**src/rtl/uart_tx_feeder_if.sv**
```systemverilog
// ---------------------------------------------------------------------------
// uart_tx_feeder_if
//
// Purpose: bundles the two handshakes of the UART transmit feeder.
//   - Bus-side byte write: wr_valid_i / wr_data_i / wr_ready_o
//   - Transmitter launch:  tx_data_o / tx_send_o / tx_ready_i / busy_i
// Signal suffixes are written from the feeder's point of view.
//
// Modports:
//   master : the environment (register write path + transmitter). It drives
//            the write request and the transmitter status.
//   slave  : the feeder itself. It drives wr_ready_o and the launch signals.
// ---------------------------------------------------------------------------
interface uart_tx_feeder_if;
  logic       wr_valid_i;
  logic [7:0] wr_data_i;
  logic       wr_ready_o;
  logic [7:0] tx_data_o;
  logic       tx_send_o;
  logic       tx_ready_i;
  logic       busy_i;

  modport master (
    output wr_valid_i,
    output wr_data_i,
    input  wr_ready_o,
    input  tx_data_o,
    input  tx_send_o,
    output tx_ready_i,
    output busy_i
  );

  modport slave (
    input  wr_valid_i,
    input  wr_data_i,
    output wr_ready_o,
    output tx_data_o,
    output tx_send_o,
    input  tx_ready_i,
    input  busy_i
  );
endinterface

```
**src/rtl/uart_tx_feeder.sv**
```systemverilog
// ---------------------------------------------------------------------------
// uart_tx_feeder
//
// Purpose: byte FIFO plus launch FSM sitting between the register write path
// and the UART transmitter. Bytes written by the bus are buffered and handed
// to the transmitter one at a time with a one-cycle tx_send_o pulse, paced
// by the transmitter's tx_ready_i (drop = accepted, rise = ready again).
//
// Ports:
//   clk, rst     : clock, synchronous active-high reset
//   tx_en_i      : launch enable; low holds bytes in the FIFO
//   fifo_clr_i   : flush FIFO contents (pulse); clear beats a same-cycle push
//   ovf_clr_i    : clear the sticky overflow flag (pulse); a same-cycle set wins
//   bus          : uart_tx_feeder_if.slave (write and launch handshakes)
//   count_o      : occupancy 0..DEPTH
//   empty_o      : count_o == 0
//   full_o       : count_o == DEPTH
//   overflow_o   : sticky, a write was attempted while full
// ---------------------------------------------------------------------------
module uart_tx_feeder #(
  parameter int DEPTH = 16,
  parameter int AW    = $clog2(DEPTH)
) (
  input  logic            clk,
  input  logic            rst,
  input  logic            tx_en_i,
  input  logic            fifo_clr_i,
  input  logic            ovf_clr_i,
  uart_tx_feeder_if.slave bus,
  output logic [AW:0]     count_o,
  output logic            empty_o,
  output logic            full_o,
  output logic            overflow_o
);

  generate
    if (DEPTH < 2 || (DEPTH & (DEPTH - 1)) != 0) begin : g_bad_depth
      $error("uart_tx_feeder: DEPTH must be a power of two and at least 2");
    end
  endgenerate

  typedef enum logic [1:0] {
    IDLE     = 2'd0,
    SEND     = 2'd1,
    WAIT_ACK = 2'd2,
    WAIT_RDY = 2'd3
  } state_t;

  localparam logic [AW:0]   CNT_FULL = (AW + 1)'(DEPTH);
  localparam logic [AW:0]   CNT_ONE  = (AW + 1)'(1);
  localparam logic [AW-1:0] PTR_ONE  = AW'(1);

  state_t        state;
  state_t        state_nxt;

  logic [7:0]    mem [DEPTH];
  logic [AW-1:0] wptr;
  logic [AW-1:0] rptr;
  logic [AW:0]   count;
  logic [7:0]    tx_data;
  logic          overflow;

  logic          push;
  logic          launch;
  logic          empty;
  logic          full;

  // The transmitter busy flag is reported elsewhere as status only; the
  // launch sequencing relies purely on tx_ready_i.
  logic          unused_busy;
  assign unused_busy = bus.busy_i;

  assign empty = (count == '0);
  assign full  = (count == CNT_FULL);

  // wr_ready_o deliberately ignores a same-cycle pop: a full FIFO refuses
  // the write even on the edge that frees an entry.
  assign push   = bus.wr_valid_i && !full && !fifo_clr_i;

  // A launch is the only way a byte leaves the FIFO.
  assign launch = (state == IDLE) && tx_en_i && !empty && bus.tx_ready_i;

  // -------------------------------------------------------------------------
  // Launch FSM: state register
  // -------------------------------------------------------------------------
  always_ff @(posedge clk) begin
    if (rst) begin
      state <= IDLE;
    end else begin
      state <= state_nxt;
    end
  end

  // -------------------------------------------------------------------------
  // Launch FSM: next state
  // -------------------------------------------------------------------------
  always_comb begin
    state_nxt = state;
    unique case (state)
      IDLE: begin
        if (launch) begin
          state_nxt = SEND;
        end
      end
      SEND: begin
        state_nxt = WAIT_ACK;
      end
      WAIT_ACK: begin
        // Transmitter signals acceptance by dropping ready.
        if (!bus.tx_ready_i) begin
          state_nxt = WAIT_RDY;
        end
      end
      WAIT_RDY: begin
        if (bus.tx_ready_i) begin
          state_nxt = IDLE;
        end
      end
      default: begin
        state_nxt = IDLE;
      end
    endcase
  end

  // -------------------------------------------------------------------------
  // FIFO storage (data only, no reset)
  // -------------------------------------------------------------------------
  always_ff @(posedge clk) begin
    if (push) begin
      mem[wptr] <= bus.wr_data_i;
    end
  end

  // -------------------------------------------------------------------------
  // FIFO pointers and occupancy; pointers wrap naturally at DEPTH
  // -------------------------------------------------------------------------
  always_ff @(posedge clk) begin
    if (rst || fifo_clr_i) begin
      wptr  <= '0;
      rptr  <= '0;
      count <= '0;
    end else begin
      if (push) begin
        wptr <= wptr + PTR_ONE;
      end
      if (launch) begin
        rptr <= rptr + PTR_ONE;
      end
      unique case ({push, launch})
        2'b10:   count <= count + CNT_ONE;
        2'b01:   count <= count - CNT_ONE;
        default: count <= count;
      endcase
    end
  end

  // -------------------------------------------------------------------------
  // Launch data register: loaded only on the launch edge, so the byte stays
  // stable until the next launch. A flush leaves the in-flight byte alone.
  // -------------------------------------------------------------------------
  always_ff @(posedge clk) begin
    if (rst) begin
      tx_data <= 8'h00;
    end else if (launch) begin
      tx_data <= mem[rptr];
    end
  end

  // -------------------------------------------------------------------------
  // Sticky overflow: set has priority over clear
  // -------------------------------------------------------------------------
  always_ff @(posedge clk) begin
    if (rst) begin
      overflow <= 1'b0;
    end else if (bus.wr_valid_i && full) begin
      overflow <= 1'b1;
    end else if (ovf_clr_i) begin
      overflow <= 1'b0;
    end
  end

  assign bus.wr_ready_o = !full;
  assign bus.tx_data_o  = tx_data;
  assign bus.tx_send_o  = (state == SEND);
  assign count_o        = count;
  assign empty_o        = empty;
  assign full_o         = full;
  assign overflow_o     = overflow;

endmodule

```
**src/flat_wrapper.sv**
```systemverilog
// flat-port wrapper written by rule: the top's interface ports become plain ports
module uart_tx_feeder_flat 
#(
  parameter int DEPTH = 16,
  parameter int AW    = $clog2(DEPTH)
)
  (clk, rst, tx_en_i, fifo_clr_i, ovf_clr_i, count_o, empty_o, full_o, overflow_o, bus_wr_valid_i, bus_wr_data_i, bus_wr_ready_o, bus_tx_data_o, bus_tx_send_o, bus_tx_ready_i, bus_busy_i);
  uart_tx_feeder_if bus_i ();
  input  logic clk;
  input  logic rst;
  input  logic tx_en_i;
  input  logic fifo_clr_i;
  input  logic ovf_clr_i;
  output logic [AW:0] count_o;
  output logic empty_o;
  output logic full_o;
  output logic overflow_o;
  input wire logic [$bits(bus_i.wr_valid_i)-1:0] bus_wr_valid_i;
  input wire logic [$bits(bus_i.wr_data_i)-1:0] bus_wr_data_i;
  output wire logic [$bits(bus_i.wr_ready_o)-1:0] bus_wr_ready_o;
  output wire logic [$bits(bus_i.tx_data_o)-1:0] bus_tx_data_o;
  output wire logic [$bits(bus_i.tx_send_o)-1:0] bus_tx_send_o;
  input wire logic [$bits(bus_i.tx_ready_i)-1:0] bus_tx_ready_i;
  input wire logic [$bits(bus_i.busy_i)-1:0] bus_busy_i;
  assign bus_i.wr_valid_i = bus_wr_valid_i;
  assign bus_i.wr_data_i = bus_wr_data_i;
  assign bus_wr_ready_o = bus_i.wr_ready_o;
  assign bus_tx_data_o = bus_i.tx_data_o;
  assign bus_tx_send_o = bus_i.tx_send_o;
  assign bus_i.tx_ready_i = bus_tx_ready_i;
  assign bus_i.busy_i = bus_busy_i;
  uart_tx_feeder #(.DEPTH(DEPTH), .AW(AW)) u_core (.clk(clk), .rst(rst), .tx_en_i(tx_en_i), .fifo_clr_i(fifo_clr_i), .ovf_clr_i(ovf_clr_i), .bus(bus_i), .count_o(count_o), .empty_o(empty_o), .full_o(full_o), .overflow_o(overflow_o));
endmodule
```
**config.mk**
```make
export PLATFORM = sky130hd
export DESIGN_NAME = uart_tx_feeder_flat
export DESIGN_NICKNAME = d
export VERILOG_FILES = /design/src/rtl/uart_tx_feeder_if.sv /design/src/rtl/uart_tx_feeder.sv /design/src/flat_wrapper.sv
export SDC_FILE = /design/constraint.sdc
export NUM_CORES = 1
export LEC_CHECK = 0
export CAP_MARGIN = 20
export CORE_ASPECT_RATIO = 1.75
export CORE_UTILIZATION = 40
export DETAILED_ROUTE_END_ITERATION = 10
export PLACE_DENSITY = 0.62
export SYNTH_ARGS = -nofsm -noshare
export SYNTH_HDL_FRONTEND = slang
export SYNTH_SLANG_ARGS = --single-unit
export TNS_END_PERCENT = 50
```
**constraint.sdc**
```tcl
create_clock -name clk -period 3.1 [get_ports clk]
set_input_delay 0.465 -clock clk [delete_from_list [all_inputs] [get_ports clk]]
set_output_delay 0.465 -clock clk [all_outputs]
set_load 0.02 [all_outputs]
```
## Word level (Yosys, flattened, before mapping)

Memory sizes are Yosys's and may differ from the RTL's. A register that Yosys moved wholly into a read port is not among the register bits.
Index checks and enable logic that the tools add are counted.

- Register bits after elaboration: 16
- Memories: 1
- Output and inout bits: 18
- Memory bits (writable): 128

Memory list:

| name | depth | width | rd ports | clocked after Yosys merged registers in | write ports | line | text |
|---|---|---|---|---|---|---|---|
| u_core.mem | 16 | 8 | 1 | 1 | 1 | uart_tx_feeder.sv:56 | `logic [7:0] mem [DEPTH];` |

- Reduce and logical (&&, ||, !) cells: 15
- Equality and inequality tests: 9
- Add/sub/neg operators: 4
- Mux-type cells: 9

Operators with widths:

| operator | count |
|---|---|
| 5-bit case mux with 2 select lines | 1 |
| 4-bit by 1-bit adder with 4-bit output (second input constant) | 2 |
| 2-bit case mux with 4 select lines | 1 |
| 2-bit equality test (second input constant) | 3 |
| 1-bit logical AND | 6 |
| 2-bit two-way mux | 3 |
| 5-bit by 1-bit adder with 5-bit output (second input constant) | 1 |
| 5-bit equality test (second input constant) | 1 |
| 5-bit logical NOT | 1 |
| 5-bit by 1-bit subtractor with 5-bit output (second input constant) | 1 |
| 2-bit by 1-bit equality test with 1-bit output (second input constant) | 2 |
| 1-bit two-way mux | 4 |
| 2-bit != test (second input constant) | 2 |
| 2-bit nonzero test | 2 |
| 1-bit logical NOT | 3 |
| 3-bit AND reduction | 1 |
| 2-bit logical NOT | 1 |
| 2-bit by 1-bit != test with 1-bit output (second input constant) | 1 |
| 1-bit logical OR | 1 |

## Logic depth before layout (Yosys ltp)

Gate-level depths: netlist of run 1.

- Word-level depth: 6
- Mapped depth: 13

## Worst setup path after synthesis of run 1

No wires, ideal clock.

- Kind: register to register
- Start point: reg u_core.count[0], in the netlist u_core.count_o[0]
- End point: reg u_core.count[4], in the netlist u_core.count_o[4]
- Data required time: 3030 ps
- Setup slack: 528 ps
- Stages on the path, launching flop included: 12
- Setup time: 70 ps
- Buffers on the path: 1
- Period minus slack after synthesis: 2572 ps
- Arrival time: 2503 ps
- Cell sequence: dfxtp_1 -> nor4_4 -> a21oi_1 -> buf_2 -> ha_1 -> inv_1 -> fa_1 -> nor2b_1 -> o21ai_0 -> nor4b_1 -> or3_1 -> a21oi_1

- Cells in the longest elaborated chain, start to end: 6

Ends and longest elaborated chain:

| element | line | text |
|---|---|---|
| start, declared | uart_tx_feeder.sv:59 | `logic [AW:0] count;` |
| start signal, assigned | uart_tx_feeder.sv:150 | `2'b10: count <= count + CNT_ONE;` |
| start signal, assigned | uart_tx_feeder.sv:151 | `2'b01: count <= count - CNT_ONE;` |
| start signal, assigned | uart_tx_feeder.sv:152 | `default: count <= count;` |
| 5-bit logical NOT (*) | uart_tx_feeder.sv:73 | `assign empty = (count == '0);` |
| 1-bit logical NOT (*) | uart_tx_feeder.sv:81 | `assign launch = (state == IDLE) && tx_en_i && !empty && bus.tx_ready_i;` |
| 1-bit logical AND (*) (2 in series) | uart_tx_feeder.sv:81 |  |
| net u_core.launch | uart_tx_feeder.sv:64 | `logic launch;` |
| 2-bit by 1-bit equality test with 1-bit output or 2-bit equality test (tied branches) | uart_tx_feeder.sv:149 | `unique case ({push, launch})` |
| 5-bit case mux with 2 select lines or 2-bit nonzero test (tied branches) | -- |  |

The timed path passes the listed nets; every way through them passes the cells marked *.
A chain may end at the register's enable or synchronous reset.

## Worst setup path in the final report of run 1

- Start point: reg u_core.state[0]
- End point: reg u_core.count[4], in the netlist u_core.count_o[4]

- Cells in the longest elaborated chain, start to end: 6

Ends and longest elaborated chain:

| element | line | text |
|---|---|---|
| start, declared | uart_tx_feeder.sv:53 | `state_t state;` |
| start signal, assigned | uart_tx_feeder.sv:90 | `state <= state_nxt;` |
| 2-bit logical NOT (*) | uart_tx_feeder.sv:81 |  |
| 1-bit logical AND (*) (3 in series) | uart_tx_feeder.sv:81 |  |
| 2-bit by 1-bit equality test with 1-bit output or 2-bit equality test (tied branches) | uart_tx_feeder.sv:149 |  |
| 5-bit case mux with 2 select lines or 2-bit nonzero test (tied branches) | -- |  |

Every way passes the cells marked *; elsewhere a longest branch is shown, timed or not.

==> flow_summary.yaml, run 1 <==
clock_tree:
  cts_setup_buffers: 0
  clock-sinks: 152
  hold_buffers: 0
  cts-htree-levels: 4
  cts_tree: "yes"
  path_clk_slew_ns: 0.07
  root_buffer: "clkbuf_16"
  cts_buffers: 17
  ctsResizeCount: 0
  worstSkewPairLatency_ns: 0.42
  cts_buffer_depth: 2
yosys:
  synth_edf_count: 128
  syn_area_sq_mm: 0.00625
  yosysTopAreaCellShare: 0.615
  yosys.area.top_type: "edfxtp_1"
  synth_cell_types: 41
  async_flop_share: 0
  ys_seq_area_frac: 0.691
  synthTopCellsByArea: "edfxtp_1, dfxtp_1, mux2i_1"
  ys_warn_count: 0
  syn_nets: 430
  netlist_instances: 399
  ys_ff_latch: 152
  synth_flop_cell: "edfxtp_1"
  avgSynthCellArea_sq_um: 15.7
sta:
  worst_slew_pin_slew_ns: 0.758
  hold_violations: 0
  setup_tns_ns: 0
  period_share: 0.863
  slew_viol_final: 0
  max_clock_freq_mhz: 374
  period_needed_ns: 2.68
  max_slew_margin: 0.494
  setup_viol: 0
  finClkSkew_ns: 0.00959
  rsz0062_at_grt: "no"
critical_path:
  critical_path_peak_fanout: 5
  timing.critical_path.from: "u_core.state[0]"
  worstSetupPathType: "flop to flop"
  end_kind: "flop"
  critical-path-top-delay-family: "adder cells"
  timing.rr.start: "u_core.state[0]"
  slowest_stage: "fa_1"
  start_kind: "flop"
  crit_chain: "inv_1 > ha_1 > nand3_1 > a21oi_1 > ha_1 > inv_1 > fa_1 > nor2b_1 > o21ai_0 > nor4b_1 > or3_1 > a21oi_1"
  crit_arrival_ns: 3.03
  crit_required_ns: 3.45
  crit_buf_inv: 2
  max_stage_delay_ns: 0.39
placed_design:
  port_buffers: 32
  gp_congestion: 0.815
  hpwl_um: 8900
  placed_cells: 621
floorplanning:
  rows: 60
  die_w_um: 96.5
  fp.dieH_um: 167
  coreArea_sq_mm: 0.0153
  die-area_sq_mm: 0.0162
  floorplan.initialDensity: 0.408
  io_pins: 34
layout:
  nNetsFinal: 485
  drive_above_1_share: 0.137
  syn2layout_area_growth_pct: 19.3
  stdcell_count: 653
  seq_area_sq_mm: 0.00433
  multi_input_area_sq_mm: 0.00176
  fillCellCount: 1313
  antenna_cells: 0
global_routing:
  grt_overflow: 0
  antenna_found_initial: 0
  grt_usage: 0.175
  grt_pass1_wl_um: 19600
  first_global_vias: 3628
  grt_max_degree: 22
drt:
  drt_iter0_markers: 187
  viasPerCell: 5.39
  ant_nets: 0
  num_vias: 3521
  drt_wl_total_um: 13100
  dr.pass1.iters: 4
  drc: 0
  detail_route.wl_per_cell_um: 20.1
pwr:
  power.total_mw: 4.51
  leakagePower_nw: 2.38
  power.density_mw_per_mm2: 605
  power.ir.vdd_worst_mv: 0.324
min_path:
  hp-start: "u_core.bus.tx_data_o[5]"
  hold_path.class: "flop to flop"
status:
  status: "complete, no violations"
run:
  maxCapViolCount: 0
cell families (layout without fill, tap and decap cells):
kind of cell	Yosys count	count (layout)	share of synthesized area
flops	152	152	0.691
simple gates	91	91	0.0700
mux	55	55	0.116
compound gates	47	47	0.0524
buf+inv	31	99	0.0276
fa+ha+maj	15	15	0.0312
xor+xnor	8	8	0.0112
through the flow:
stage                     hold slack [ns]  cell area [sq um]   util  worst slack, ns
after CTS                           0.508               7460  0.487            0.388
after global placement              0.493               6870  0.448            0.174
final                               0.503               7460  0.487            0.424
after floorplan                     0.479               6250      -            0.528
after global routing                0.525               7460  0.487            0.172
after detailed placement            0.497               6870  0.448           0.0468
final timing paths:
kind / depth (start not counted) / end / slack [ns]
setup / recovery: 12 / u_core.count_o[4] / 0.42
hold / removal: 2 / u_core.bus.tx_data_o[5] / 0.50
setup reg to reg: 12 / u_core.count_o[4] / 0.42
hold reg to reg: 2 / u_core.bus.tx_data_o[5] / 0.50
cell usage after synthesis (2+ instances only):
| library cell | n |
|---|---|
| a311oi_1 | 8 |
| clkbuf_1 | 5 |
| dfxtp_1 | 24 |
| nor2b_1 | 4 |
| edfxtp_1 | 128 |
| mux4_1 | 10 |
| buf_2 | 4 |
| buf_4 | 5 |
| o21ai_0 | 2 |
| xnor2_1 | 3 |
| a21oi_1 | 8 |
| a211oi_1 | 5 |
| nor3_1 | 11 |
| buf_6 | 3 |
| xor2_1 | 5 |
| nand2b_1 | 4 |
| mux2i_1 | 44 |
| o22ai_1 | 20 |
| nand3_1 | 3 |
| nor2_1 | 37 |
| nand4_1 | 2 |
| inv_1 | 12 |
| nand2_1 | 21 |
| ha_1 | 14 |
area by class of cell:
class,count,area share
clock inverters,14,0.0220
flip-flops and latches,152,0.580
well taps,186,0.0312
clock buffers,18,0.0575
multi-input cells,216,0.236
repair buffers,55,0.0678
inverters,12,0.00604
placed cells by master, fill, tap and decap left out, types with 5 or more instances in the layout:
| cell type | instances |
|---|---|
| a211oi_1 | 5 |
| a21oi_1 | 8 |
| a311oi_1 | 8 |
| buf_4 | 22 |
| clkbuf_16 | 17 |
| clkdlybuf4s50_1 | 32 |
| dfxtp_1 | 23 |
| edfxtp_1 | 128 |
| ha_1 | 14 |
| inv_1 | 12 |
| mux2i_1 | 44 |
| mux4_1 | 10 |
| nand2_1 | 21 |
| nor2_1 | 37 |
| nor3_1 | 11 |
| o22ai_1 | 20 |
| xor2_1 | 5 |
flip-flops by register name, summed over array words and instances (netlist names):
register	cells
u_core.wptr	4
u_core.overflow_o	1
u_core.count_o	5
u_core.mem	128
u_core.state	2
u_core.rptr	4
u_core.bus.tx_data_o	8
power by group:
part / internal, mW / total [mW] / switching, mW
registers: 2.23 / 2.25 / 0.0152
logic: 0.0868 / 0.210 / 0.123
clock network: 1.21 / 2.05 / 0.847
worst reg2reg max path, cell delays in order, from the launching register on:
cell and delay [ns]:
dfxtp_1 0.34, inv_1 0.11, ha_1 0.19, nand3_1 0.10, a21oi_1 0.20, ha_1 0.30
inv_1 0.11, fa_1 0.39, nor2b_1 0.16, o21ai_0 0.11, nor4b_1 0.16, or3_1 0.31
a21oi_1 0.12
layer usage:
metal | vias to the layer above | GRT usage | routed length, um
li1 | 1638 | - | -
met1 | 1776 | 0.171 | 4700
met2 | 77 | 0.324 | 7440
met3 | 30 | 0.0354 | 410
met4 | 0 | 0.105 | 581
met5 | - | 0 | 0
Power figures use the tool's default switching activity.
==> run 2, diff against run 1 <==
--- a/config.mk
+++ b/config.mk
@@ -9,7 +9,7 @@
 export CORE_ASPECT_RATIO = 1.75
 export CORE_UTILIZATION = 40
 export DETAILED_ROUTE_END_ITERATION = 10
-export PLACE_DENSITY = 0.62
+export PLACE_DENSITY = 0.64
 export SYNTH_ARGS = -nofsm -noshare
 export SYNTH_HDL_FRONTEND = slang
 export SYNTH_SLANG_ARGS = --single-unit
==> constraint.sdc (replaced) <==
create_clock -name clk -period 2.2 [get_ports clk]
set_input_delay 0.33 -clock clk [delete_from_list [all_inputs] [get_ports clk]]
set_output_delay 0.33 -clock clk [all_outputs]
set_load 0.02 [all_outputs]
==> flow_summary.yaml, run 2 (synthesis results as in run 1) <==
status:
  status: "finished with violations"
  violations: "negative setup slack"
drt:
  drt_wl_total_um: 13300
  drt_iter0_markers: 222
  num_vias: 3654
  dr.pass1.iters: 4
  viasPerCell: 5.37
  detail_route.wl_per_cell_um: 19.5
  drc: 0
  ant_nets: 0
global_routing:
  grt_max_degree: 56
  antenna_found_initial: 0
  grt_usage: 0.179
  first_global_vias: 3804
  grt_pass1_wl_um: 20300
  grt_overflow: 0
layout:
  top_register: "u_core.mem"
  nNetsFinal: 512
  seq_area_sq_mm: 0.00433
  largest_register_ffs: 128
  multi_input_area_sq_mm: 0.00184
  fillCellCount: 1267
  drive_above_1_share: 0.217
  layout_common_cells: "edfxtp_1, buf_4, mux2i_1, nor2_1, clkdlybuf4s50_1"
  syn2layout_area_growth_pct: 23.5
  antenna_cells: 0
  stdcell_count: 680
  layout_commonest_cell: "edfxtp_1"
sta:
  rsz0062_at_grt: "yes"
  max_slew_margin: 0.550
  hold_violations: 0
  finClkSkew_ns: 0.00971
  max_clock_freq_mhz: 424
  worst_slew_pin_slew_ns: 0.673
  fin_ws_ns: -0.160
  period_needed_ns: 2.36
  period_share: 1.07
  slew_viol_final: 0
  setup_viol: 1
pwr:
  leakagePower_nw: 2.51
  power.density_mw_per_mm2: 825
  power.total_mw: 6.38
  power.ir.vdd_worst_mv: 0.366
floorplanning:
  die-area_sq_mm: 0.0162
  io_pins: 34
  rows: 60
  coreArea_sq_mm: 0.0153
  die_w_um: 96.5
  floorplan.initialDensity: 0.408
  fp.dieH_um: 167
clock_tree:
  cts_tree: "yes"
  cts-htree-levels: 4
  clock-sinks: 152
  cts_buffers: 17
  root_buffer: "clkbuf_16"
  cts_buffer_depth: 2
  worstSkewPairLatency_ns: 0.43
  path_clk_slew_ns: 0.07
critical_path:
  crit_arrival_ns: 2.71
  start_kind: "flop"
  critical_path_peak_fanout: 4
  worstSetupPathType: "flop to flop"
  end_kind: "flop"
  crit_required_ns: 2.55
  ff2ff_setup_slack_ns: -0.16
placed_design:
  gp_congestion: 0.798
  port_buffers: 32
  placed_cells: 647
  hpwl_um: 9040
run:
  maxCapViolCount: 0
min_path:
  hold_path.class: "flop to flop"
run 2: cell count changes in the layout (fill, tap and decap cells not counted), sizes merged:
cell           previous run  this run
clkinv                    4         3
clkbuf                   18        21
dlygate4sd2               0         1
clkdlybuf4s50            32        29
buf                      23        50
run 2: repair_timing:
action | CTS | global route
hold buffers | 0 | 0
cloned | 0 | 0
gates resized for setup | 11 | 7
pin swaps | 5 | 4
setup endpoints to repair | 5 | 4
buffers inserted | 0 | 1
run 2: stage by stage:
step / util / worst slack, ns / area, sq um / hold slack [ns] / TNS [ns]
2_1_floorplan: - / -0.168 / 6290 / 0.402 / -0.168
3_3_place_gp: 0.463 / -0.299 / 7090 / 0.493 / -0.550
3_5_place_dp: 0.463 / -0.466 / 7090 / 0.497 / -0.924
4_1_cts: 0.503 / -0.172 / 7700 / 0.506 / -0.172
5_1_grt: 0.504 / -0.266 / 7720 / 0.529 / -0.358
6_report: 0.504 / -0.160 / 7720 / 0.502 / -0.160
run 2: final cells by class:
cell class | instances | area share
clock buffer | 19 | 0.0560
timing repair buffer | 82 | 0.0902
inverter | 12 | 0.00583
clock inverter | 13 | 0.0183
tap | 186 | 0.0301
sequential | 152 | 0.561
multi-input combinational | 216 | 0.239
run 2: worst paths after layout:
check                           cells past startpoint                       to                    start
worst min register to register                      2  u_core.bus.tx_data_o[2]  u_core.bus.tx_data_o[2]
worst max register to register                     11        u_core.count_o[4]        u_core.count_o[0]
worst max-delay path                               11        u_core.count_o[4]        u_core.count_o[0]
worst min-delay path                                2  u_core.bus.tx_data_o[2]  u_core.bus.tx_data_o[2]
run 2: critical path: stages, from the launching register on:
cell      delay [ns]
dfxtp_4         0.35
nor4_4          0.35
a211oi_2        0.14
inv_1           0.11
ha_4            0.17
inv_2           0.05
fa_2            0.36
nor2b_4         0.14
o21ai_2         0.08
nor4b_4         0.13
or3_1           0.30
a21oi_1         0.12
run 2: metal layers:
metal  track usage  wire length, um  up-vias
li1              -                -     1699
met1         0.178             4810     1855
met2         0.330             7640       75
met3        0.0395              370       25
met4        0.0940              456        0
met5             0                0        -
run 2: where the power goes:
part | leakage, nW | switching (mW) | internal [mW] | total (mW)
sequential | 1.35 | 0.0133 | 3.15 | 3.16
clock | 0.275 | 1.16 | 1.68 | 2.84
combinational | 0.889 | 0.201 | 0.180 | 0.381
